$ cat src/rtl/mac_accu_drain_if.sv
// Result stream from the MAC drain stage toward activation write-back.
// The master drives the result fields and out_valid. The slave drives out_ready.
interface mac_accu_drain_if #(
    parameter int OUT_WIDTH = 8,
    parameter int CNT_WIDTH = 8
);
    logic [OUT_WIDTH-1:0] out_data;
    logic [CNT_WIDTH-1:0] out_len;
    logic                 out_sat;
    logic                 out_valid;
    logic                 out_ready;

    modport master (output out_data, out_len, out_sat, out_valid, input out_ready);
    modport slave  (input out_data, out_len, out_sat, out_valid, output out_ready);
endinterface

$ cat src/rtl/mac_accu_drain.sv
// mac_accu_drain: captures the final MAC accumulator value at the end of each
// accu_rst-framed window. The value is requantized (round-half-up, arithmetic
// shift, then saturate or wrap), tagged with the window op count, and queued
// in a small FIFO that feeds a valid/ready stream.
// Optional feature: define MAC_DRAIN_SAT_EN to saturate the result and drive
// out_sat. When it is undefined, the result wraps and out_sat is 0.
module mac_accu_drain #(
    parameter int Z_WIDTH     = 20,
    parameter int OUT_WIDTH   = 8,
    parameter int SHIFT_WIDTH = 5,
    parameter int CNT_WIDTH   = 8,
    parameter int DEPTH       = 4
) (
    input  logic                   clk,
    input  logic                   rst_n,
    input  logic                   accu_rst,
    input  logic [Z_WIDTH-1:0]     z,
    input  logic [SHIFT_WIDTH-1:0] shift,
    output logic                   overflow,
    mac_accu_drain_if.master       dout
);
    localparam int STAGES = 1;
    localparam int RW     = Z_WIDTH + 1;
    localparam int PW     = $clog2(DEPTH);
    localparam int NW     = $clog2(DEPTH + 1);

    typedef struct packed {
        logic [OUT_WIDTH-1:0] data;
        logic [CNT_WIDTH-1:0] len;
        logic                 sat;
    } entry_t;

    logic [CNT_WIDTH-1:0]   len;
    logic                   accu_rst_q;
    logic                   capture;
    logic [SHIFT_WIDTH-1:0] s_clamp;
    logic [RW-1:0]          rnd;
    logic [RW-1:0]          r_next;

    logic                   s1_vld;
    logic signed [RW-1:0]   s1_r;
    logic [SHIFT_WIDTH-1:0] s1_s;
    logic [CNT_WIDTH-1:0]   s1_len;
    logic [STAGES:0]        vld_pipe;

    logic signed [RW-1:0]   q;
    entry_t                 wr_entry;

    entry_t                 mem [DEPTH];
    logic [PW-1:0]          wr_ptr, rd_ptr;
    logic [NW-1:0]          count;
    logic                   push, pop, full, do_push;

    // A window ends on the first accu_rst cycle after at least one op.
    // z still holds the final sum on that cycle.
    assign capture  = accu_rst && !accu_rst_q && (len != '0);
    assign vld_pipe = {s1_vld, capture};

    // Count the ops in the window (saturating). Track accu_rst for edge detection.
    // The edge flag resets high, so a window interrupted by reset is never captured.
    always_ff @(posedge clk) begin
        if (!rst_n) begin
            len        <= '0;
            accu_rst_q <= 1'b1;
        end else begin
            accu_rst_q <= accu_rst;
            if (capture)
                len <= '0;
            else if (!accu_rst && len != '1)
                len <= len + CNT_WIDTH'(1);
        end
    end

    // Clamp the shift amount and add the half-LSB rounding constant (round-half-up).
    always_comb begin
        s_clamp = shift;
        if (shift > SHIFT_WIDTH'(Z_WIDTH - 1))
            s_clamp = SHIFT_WIDTH'(Z_WIDTH - 1);
        rnd = '0;
        if (s_clamp != '0)
            rnd[s_clamp - 1'b1] = 1'b1;
        r_next = {z[Z_WIDTH-1], z} + rnd;
    end

    // Stage 1 valid bit.
    always_ff @(posedge clk) begin
        if (!rst_n)
            s1_vld <= 1'b0;
        else
            s1_vld <= capture;
    end

    // Stage 1 payload is loaded only on capture. It needs no reset because s1_vld qualifies it.
    always_ff @(posedge clk) begin
        if (capture) begin
            s1_r   <= r_next;
            s1_s   <= s_clamp;
            s1_len <= len;
        end
    end

    // Stage 2: shift, then narrow to OUT_WIDTH.
    assign q = s1_r >>> s1_s;

`ifdef MAC_DRAIN_SAT_EN
    localparam logic signed [RW-1:0] Q_MAX = RW'(2 ** (OUT_WIDTH - 1) - 1);
    localparam logic signed [RW-1:0] Q_MIN = RW'(-(2 ** (OUT_WIDTH - 1)));

    // Clip q to the signed OUT_WIDTH range and flag the clip.
    always_comb begin
        wr_entry.len  = s1_len;
        wr_entry.sat  = 1'b0;
        wr_entry.data = q[OUT_WIDTH-1:0];
        if (q > Q_MAX) begin
            wr_entry.data = Q_MAX[OUT_WIDTH-1:0];
            wr_entry.sat  = 1'b1;
        end else if (q < Q_MIN) begin
            wr_entry.data = Q_MIN[OUT_WIDTH-1:0];
            wr_entry.sat  = 1'b1;
        end
    end
`else
    logic q_unused;
    assign q_unused = ^q[RW-1:OUT_WIDTH];

    // Keep the low bits of q. Out-of-range values wrap around.
    always_comb begin
        wr_entry.len  = s1_len;
        wr_entry.sat  = 1'b0;
        wr_entry.data = q[OUT_WIDTH-1:0];
    end
`endif

    assign push    = vld_pipe[STAGES];
    assign full    = (count == NW'(DEPTH));
    assign pop     = dout.out_valid && dout.out_ready;
    assign do_push = push && (!full || pop);

    // FIFO pointers, occupancy and the sticky drop flag.
    always_ff @(posedge clk) begin
        if (!rst_n) begin
            wr_ptr   <= '0;
            rd_ptr   <= '0;
            count    <= '0;
            overflow <= 1'b0;
        end else begin
            if (do_push) wr_ptr <= wr_ptr + PW'(1);
            if (pop)     rd_ptr <= rd_ptr + PW'(1);
            case ({do_push, pop})
                2'b10:   count <= count + NW'(1);
                2'b01:   count <= count - NW'(1);
                default: count <= count;
            endcase
            if (push && full && !pop)
                overflow <= 1'b1;
        end
    end

    // FIFO storage. A write to a full FIFO is safe when a pop happens in the
    // same cycle, because the head is read before the edge.
    always_ff @(posedge clk) begin
        if (do_push)
            mem[wr_ptr] <= wr_entry;
    end

    // Present the head. The fields are forced to 0 while empty, so they read 0 right after reset.
    always_comb begin
        dout.out_valid = (count != '0);
        dout.out_data  = '0;
        dout.out_len   = '0;
        dout.out_sat   = 1'b0;
        if (dout.out_valid) begin
            dout.out_data = mem[rd_ptr].data;
            dout.out_len  = mem[rd_ptr].len;
            dout.out_sat  = mem[rd_ptr].sat;
        end
    end
endmodule

$ cat src/flat_wrapper.sv
// flat-port wrapper written by rule: the top's interface ports become plain ports
module mac_accu_drain_flat 
#(
    parameter int Z_WIDTH     = 20,
    parameter int OUT_WIDTH   = 8,
    parameter int SHIFT_WIDTH = 5,
    parameter int CNT_WIDTH   = 8,
    parameter int DEPTH       = 4
)
  (clk, rst_n, accu_rst, z, shift, overflow, dout_out_data, dout_out_len, dout_out_sat, dout_out_valid, dout_out_ready);
  mac_accu_drain_if #(.OUT_WIDTH(OUT_WIDTH), .CNT_WIDTH(CNT_WIDTH)) dout_i ();
  input  logic clk;
  input  logic rst_n;
  input  logic accu_rst;
  input  logic [Z_WIDTH-1:0] z;
  input  logic [SHIFT_WIDTH-1:0] shift;
  output logic overflow;
  output wire logic [$bits(dout_i.out_data)-1:0] dout_out_data;
  output wire logic [$bits(dout_i.out_len)-1:0] dout_out_len;
  output wire logic [$bits(dout_i.out_sat)-1:0] dout_out_sat;
  output wire logic [$bits(dout_i.out_valid)-1:0] dout_out_valid;
  input wire logic [$bits(dout_i.out_ready)-1:0] dout_out_ready;
  assign dout_out_data = dout_i.out_data;
  assign dout_out_len = dout_i.out_len;
  assign dout_out_sat = dout_i.out_sat;
  assign dout_out_valid = dout_i.out_valid;
  assign dout_i.out_ready = dout_out_ready;
  mac_accu_drain #(.Z_WIDTH(Z_WIDTH), .OUT_WIDTH(OUT_WIDTH), .SHIFT_WIDTH(SHIFT_WIDTH), .CNT_WIDTH(CNT_WIDTH), .DEPTH(DEPTH)) u_core (.clk(clk), .rst_n(rst_n), .accu_rst(accu_rst), .z(z), .shift(shift), .overflow(overflow), .dout(dout_i));
endmodule
$ cat config.mk
export PLATFORM = sky130hd
export DESIGN_NAME = mac_accu_drain_flat
export DESIGN_NICKNAME = d
export VERILOG_FILES = /design/src/rtl/mac_accu_drain_if.sv /design/src/rtl/mac_accu_drain.sv /design/src/flat_wrapper.sv
export SDC_FILE = /design/constraint.sdc
export NUM_CORES = 1
export LEC_CHECK = 0
export BUFFER_PORTS_ARGS = -buffer_cell sky130_fd_sc_hd__buf_2
export CAP_MARGIN = 15
export CORE_MARGIN = 4
export CORE_UTILIZATION = 35
export CTS_CLUSTER_SIZE = 8
export DETAILED_ROUTE_END_ITERATION = 8
export GPL_TIMING_DRIVEN = 0
export PLACE_DENSITY_LB_ADDON = 0.2
export RECOVER_POWER = 100
export SYNTH_ARGS = -nofsm -noshare
export SYNTH_HDL_FRONTEND = slang
export SYNTH_SLANG_ARGS = --single-unit
export TNS_END_PERCENT = 10
$ cat constraint.sdc
create_clock -name clk -period 5.6 [get_ports clk]
set_input_delay 1.12 -clock clk [delete_from_list [all_inputs] [get_ports clk]]
set_output_delay 1.12 -clock clk [all_outputs]
set_load 0.02 [all_outputs]
Word level (Yosys, flattened, before mapping)
Memory sizes are Yosys's and may differ from the RTL's. A register that Yosys moved wholly into a read port is not among the register bits.
Index checks and enable logic that the tools add are counted.

operators by class
  muxes and demuxes = 12
  shift-type cells = 1
  reductions and logical operators = 18
  eq/ne operators = 4
  $lt $le $gt $ge = 3
  add/sub/neg operators = 7
  bitwise gates (word level) = 1

operators with widths
  cell                                                               count
  adder 21 bit                                                       1
  two-way mux 21 bit                                                 1
  >>> shifter 21 x 5 -> 8 bit                                        1
  two-way mux 8 bit                                                  2
  adder 8 x 1 -> 8 bit, second input constant                        1
  logical AND 1 bit                                                  8
  != test 8 bit, second input constant                               1
  nonzero test 8 bit                                                 1
  less-than comparator 5 x 6 -> 1 bit, second input constant         1
  case mux 3 bit (2 select lines)                                    1
  demux 1 bit (select 5 bit)                                         1
  greater-or-equal comparator 5 x 1 -> 1 bit, second input constant  1
  greater-than comparator 5 bit, second input constant               1
  two-way mux 5 bit                                                  1
  nonzero test 5 bit                                                 1
  subtractor 5 x 1 -> 5 bit, second input constant                   1
  adder 2 x 1 -> 2 bit, second input constant                        2
  zero test 1 bit                                                    4
  two-way mux 1 bit                                                  4
  two-way mux 2 bit                                                  2
  adder 3 x 1 -> 3 bit, second input constant                        1
  equality test 3 bit, second input constant                         1
  nonzero test 3 bit                                                 1
  subtractor 3 x 1 -> 3 bit, second input constant                   1
  other kinds (6)                                                    6

storage, ports and cells
  word-level logic and storage cells = 57
  memories = 1
  memory bits (writable) = 64
  register bits = 52
  output and inout bits = 19

memories
  name        depth  bits a word  rd ports  clocked after memory_dff  wr ports  RTL line              RTL
  u_core.mem  4      16           1         1                         1         mac_accu_drain.sv:49  entry_t mem [DEPTH];

Depth between registers and ports, before layout
  depth in word-level cells = 9
  gate-level depth with buffers = 11
  depth with buffers taken out = 10

Worst setup path after synthesis
OpenSTA, ideal clock, no wires.

  path kind = input port to flip-flop
  from = input accu_rst
  to = register u_core.len[6]
  arrival = 4.183 ns
  data required time = 5.466 ns
  path buffers = 1
  setup slack = 1.283 ns
  cell stages on the path = 4
  setup time = 0.134 ns
  path through = nor3b_1 > nand2b_1 > buf_2 > a311oi_2

on the way
  word-level cells in the longest chain between the ends = 3
  elaborated cells on any way between the ends = 5
  those cells by class = 5 x reduce/logical

ends and longest elaborated chain
  item                             RTL line              RTL
  from (decl)                      flat_wrapper.sv:14    input logic accu_rst;
  logical AND 1 bit (2 in series)  mac_accu_drain.sv:56  assign capture = accu_rst && !accu_rst_q && (len != '0);
  OR reduction 2 bit (no line)     --
  to (signal assigned)             mac_accu_drain.sv:70  len <= len + CNT_WIDTH'(1);
  to (decl)                        mac_accu_drain.sv:33  logic [CNT_WIDTH-1:0] len;

Parallel ways exist; a longest one is shown, timed or not.
A chain may end at the register's enable or synchronous reset.

==> flow_metrics.tcl <==
set metrics [dict create \
    nFillCells 1717 \
    cts.sinks 118 \
    gp_congestion 0.844 \
    grt_max_degree 17 \
    crit_path_frequent_cell "clkbuf_1" \
    drv_cap 0 \
    place_area_um2 6910 \
    grt_pass1_wl_mm 20.7 \
    final_hold_viol_count 0 \
    outcome "completed" \
    cts_resized 0 \
    syn_avg_cell_area_um2 12.4 \
    synth_top_cell_by_area "edfxtp_1" \
    drcViolationCount 0 \
    crit_arrival_ns 2.81 \
    nets 635 \
    cts_tree "done" \
    rsz0062_at_grt "no" \
    cts_made_buffers 17 \
    setup_viol 0 \
    antenna_found_initial 0 \
    hold_slack_ns 0.501 \
    final_common_cell "edfxtp_1" \
    peakVddDrop_v 0.000140 \
    synthTopCellsByArea "edfxtp_1, mux4_2, dfxtp_1" \
    worst_hold_path_type "reg -> reg" \
    maxSlewViolCount 0 \
    drt-total-wl_mm 12.5 \
    row_count 49 \
    core_area_um2 18000 \
    synth_seq_cells 118 \
    dr.pass1.iters 4 \
    cp-end-kind "output pin" \
    synth-async-reset-ratio 0 \
    path_buf_inv 3 \
    pwr_density_cell_nw_per_um2 289 \
    timing.final.ws_setup_ns 1.67 \
    routed_via_density 5.00 \
    grt_use_total 0.129 \
    grt_pass1_vias 4175 \
    cts_buffer_depth 2 \
    synth_flop_cell "edfxtp_1" \
    io_pins 48 \
    drive_above_1_share 0.153 \
    period_needed_ns 3.93 \
    synth_top_area_frac 0.462 \
    place_ws_ns 1.55 \
    wl_per_cell_um 15.2 \
    ys_types 63 \
    syn_to_final_growth_pct 15.7 \
    die_y_um 143 \
    die_area_um2 20400 \
    layout_common_cells "edfxtp_1, nor2_1, clkbuf_1, nand2_1, a21oi_1" \
    setup_tns_ns 0 \
    final_cell_area_um2 7370 \
    insertion_delay_ns 0.41 \
    synth_cells 512 \
    htreeDepth 4 \
    cp_slowest_cell "clkbuf_1" \
    crit_fanout 10 \
    grt_overflow 0 \
    power_leakage_nw 2.68 \
    skew_ns 0.00630 \
    crit_path_start_kind "flop" \
    antennaDiodeCount 0 \
    start_util 0.355 \
    cts_hold_buffers 0 \
    yosysSeqAreaShare 0.525 \
    yosys_warnings 0 \
    worstMarginPinSlew_ns 1.31 \
    clk_pin_slew_ns 0.06 \
    cp_cell_sequence "clkbuf_1 -> clkbuf_1 -> mux4_2 -> and2_1 -> clkbuf_1" \
    cts_root_buffer "clkbuf_16" \
    post_cts.repair.setup_buffers 0 \
    io_buffers 43 \
    max_stage_delay_ns 0.72 \
    fmax_mhz 255 \
    path_class "reg -> out" \
    cp.required_ns 4.48 \
    slew-limit-headroom 0.124 \
    dieWidth_um 143 \
    critPathTopFamily "buffers and inverters" \
    synth_edf_count 98 \
    finalCritPeriodShare 0.701 \
    dr_total_vias 4096 \
    netlist_area_um2 6370 \
    drt-initial-drc-count 176 \
    ant_nets 0 \
    place.detailed.hpwl_mm 9.24 \
]
## state kept, by name, indices dropped and copies added, names as in the netlist, 2 cells and up, named ones only
register,count
u_core.mem,64
u_core.s1_r,21
u_core.len,8
u_core.s1_len,8
u_core.s1_s,5
u_core.count,3
u_core.rd_ptr,2
u_core.wr_ptr,2
## where the power goes
| part | internal [W] | switching (W) | total (W) |
|---|---|---|---|
| Sequential | 0.000961 | 0.00000805 | 0.000969 |
| Combinational | 0.0000679 | 0.0000925 | 0.000160 |
| Clock | 0.000611 | 0.000392 | 0.00100 |
## through the flow
step           total power [W]  std cells  utilization
4_1_cts                0.00217        819        0.415
6_report               0.00213        819        0.410
2_1_floorplan          0.00110        513            -
3_5_place_dp           0.00115        787        0.384
5_1_grt                0.00223        819        0.410
3_3_place_gp           0.00115        785        0.383
## cell usage after synthesis (3+ instances only)
cell and count:
edfxtp_1 98, nor2_1 49, nand2_1 31, a21oi_1 30, ha_1 27, and2_1 26, mux4_2 25, dfxtp_1 20
mux2i_1 17, clkbuf_1 14, xnor2_1 14, a21o_1 12, xor2_1 12, inv_1 11, o21ai_0 11, o21ai_1 11
nor2b_1 10, nand2b_1 7, mux2_2 6, and3_1 5, buf_2 5, or3_1 5, a211oi_1 4, nor3_1 4
nor3b_1 3, o211ai_1 3
## cell families after synthesis
| group | count (synthesis) | synth area share |
|---|---|---|
| simple gates | 160 | 0.132 |
| buf+inv | 36 | 0.0245 |
| flops | 118 | 0.525 |
| fa+ha+maj | 29 | 0.0593 |
| other cells | 1 | 0.000588 |
| mux | 49 | 0.127 |
| xor+xnor | 26 | 0.0357 |
| compound gates | 93 | 0.0956 |
## path summary, 6_finish.rpt
check / from / endpoint / slack, ns / depth (start not counted)
worst min-delay path: u_core.push / u_core.overflow / 0.50 / 2
worst max-delay path: flop / dout_out_data[5] / 1.67 / 5
worst min register to register: u_core.push / u_core.overflow / 0.50 / 2
worst max register to register: u_core.len[0] / u_core.s1_r[9] / 2.07 / 7
## per-layer routing
metal / vias to the layer above / wire length (um) / GRT usage
met2: 93 / 5970 / 0.214
li1: 2038 / - / -
met4: 0 / 213 / 0.0515
met5: - / 0 / 0
met1: 1943 / 5860 / 0.165
met3: 22 / 426 / 0.0278
## tightest hold or removal path, cell delays in order (launching register included)
cell and delay [ns]:
dfxtp_1 0.32, a21oi_1 0.06, nor2b_1 0.09
## cell type report
class / count / area [um2] / area share
sequential: 118 / 3340 / 0.453
buffer: 24 / 105 / 0.0143
inverter: 12 / 45.0 / 0.00611
timing repair buffer: 45 / 199 / 0.0270
clock buffer: 18 / 429 / 0.0582
multi-input combinational: 359 / 2840 / 0.385
clock inverter: 14 / 124 / 0.0168
tap: 229 / 287 / 0.0389
No activity file was read; power rests on OpenSTA's default activity.
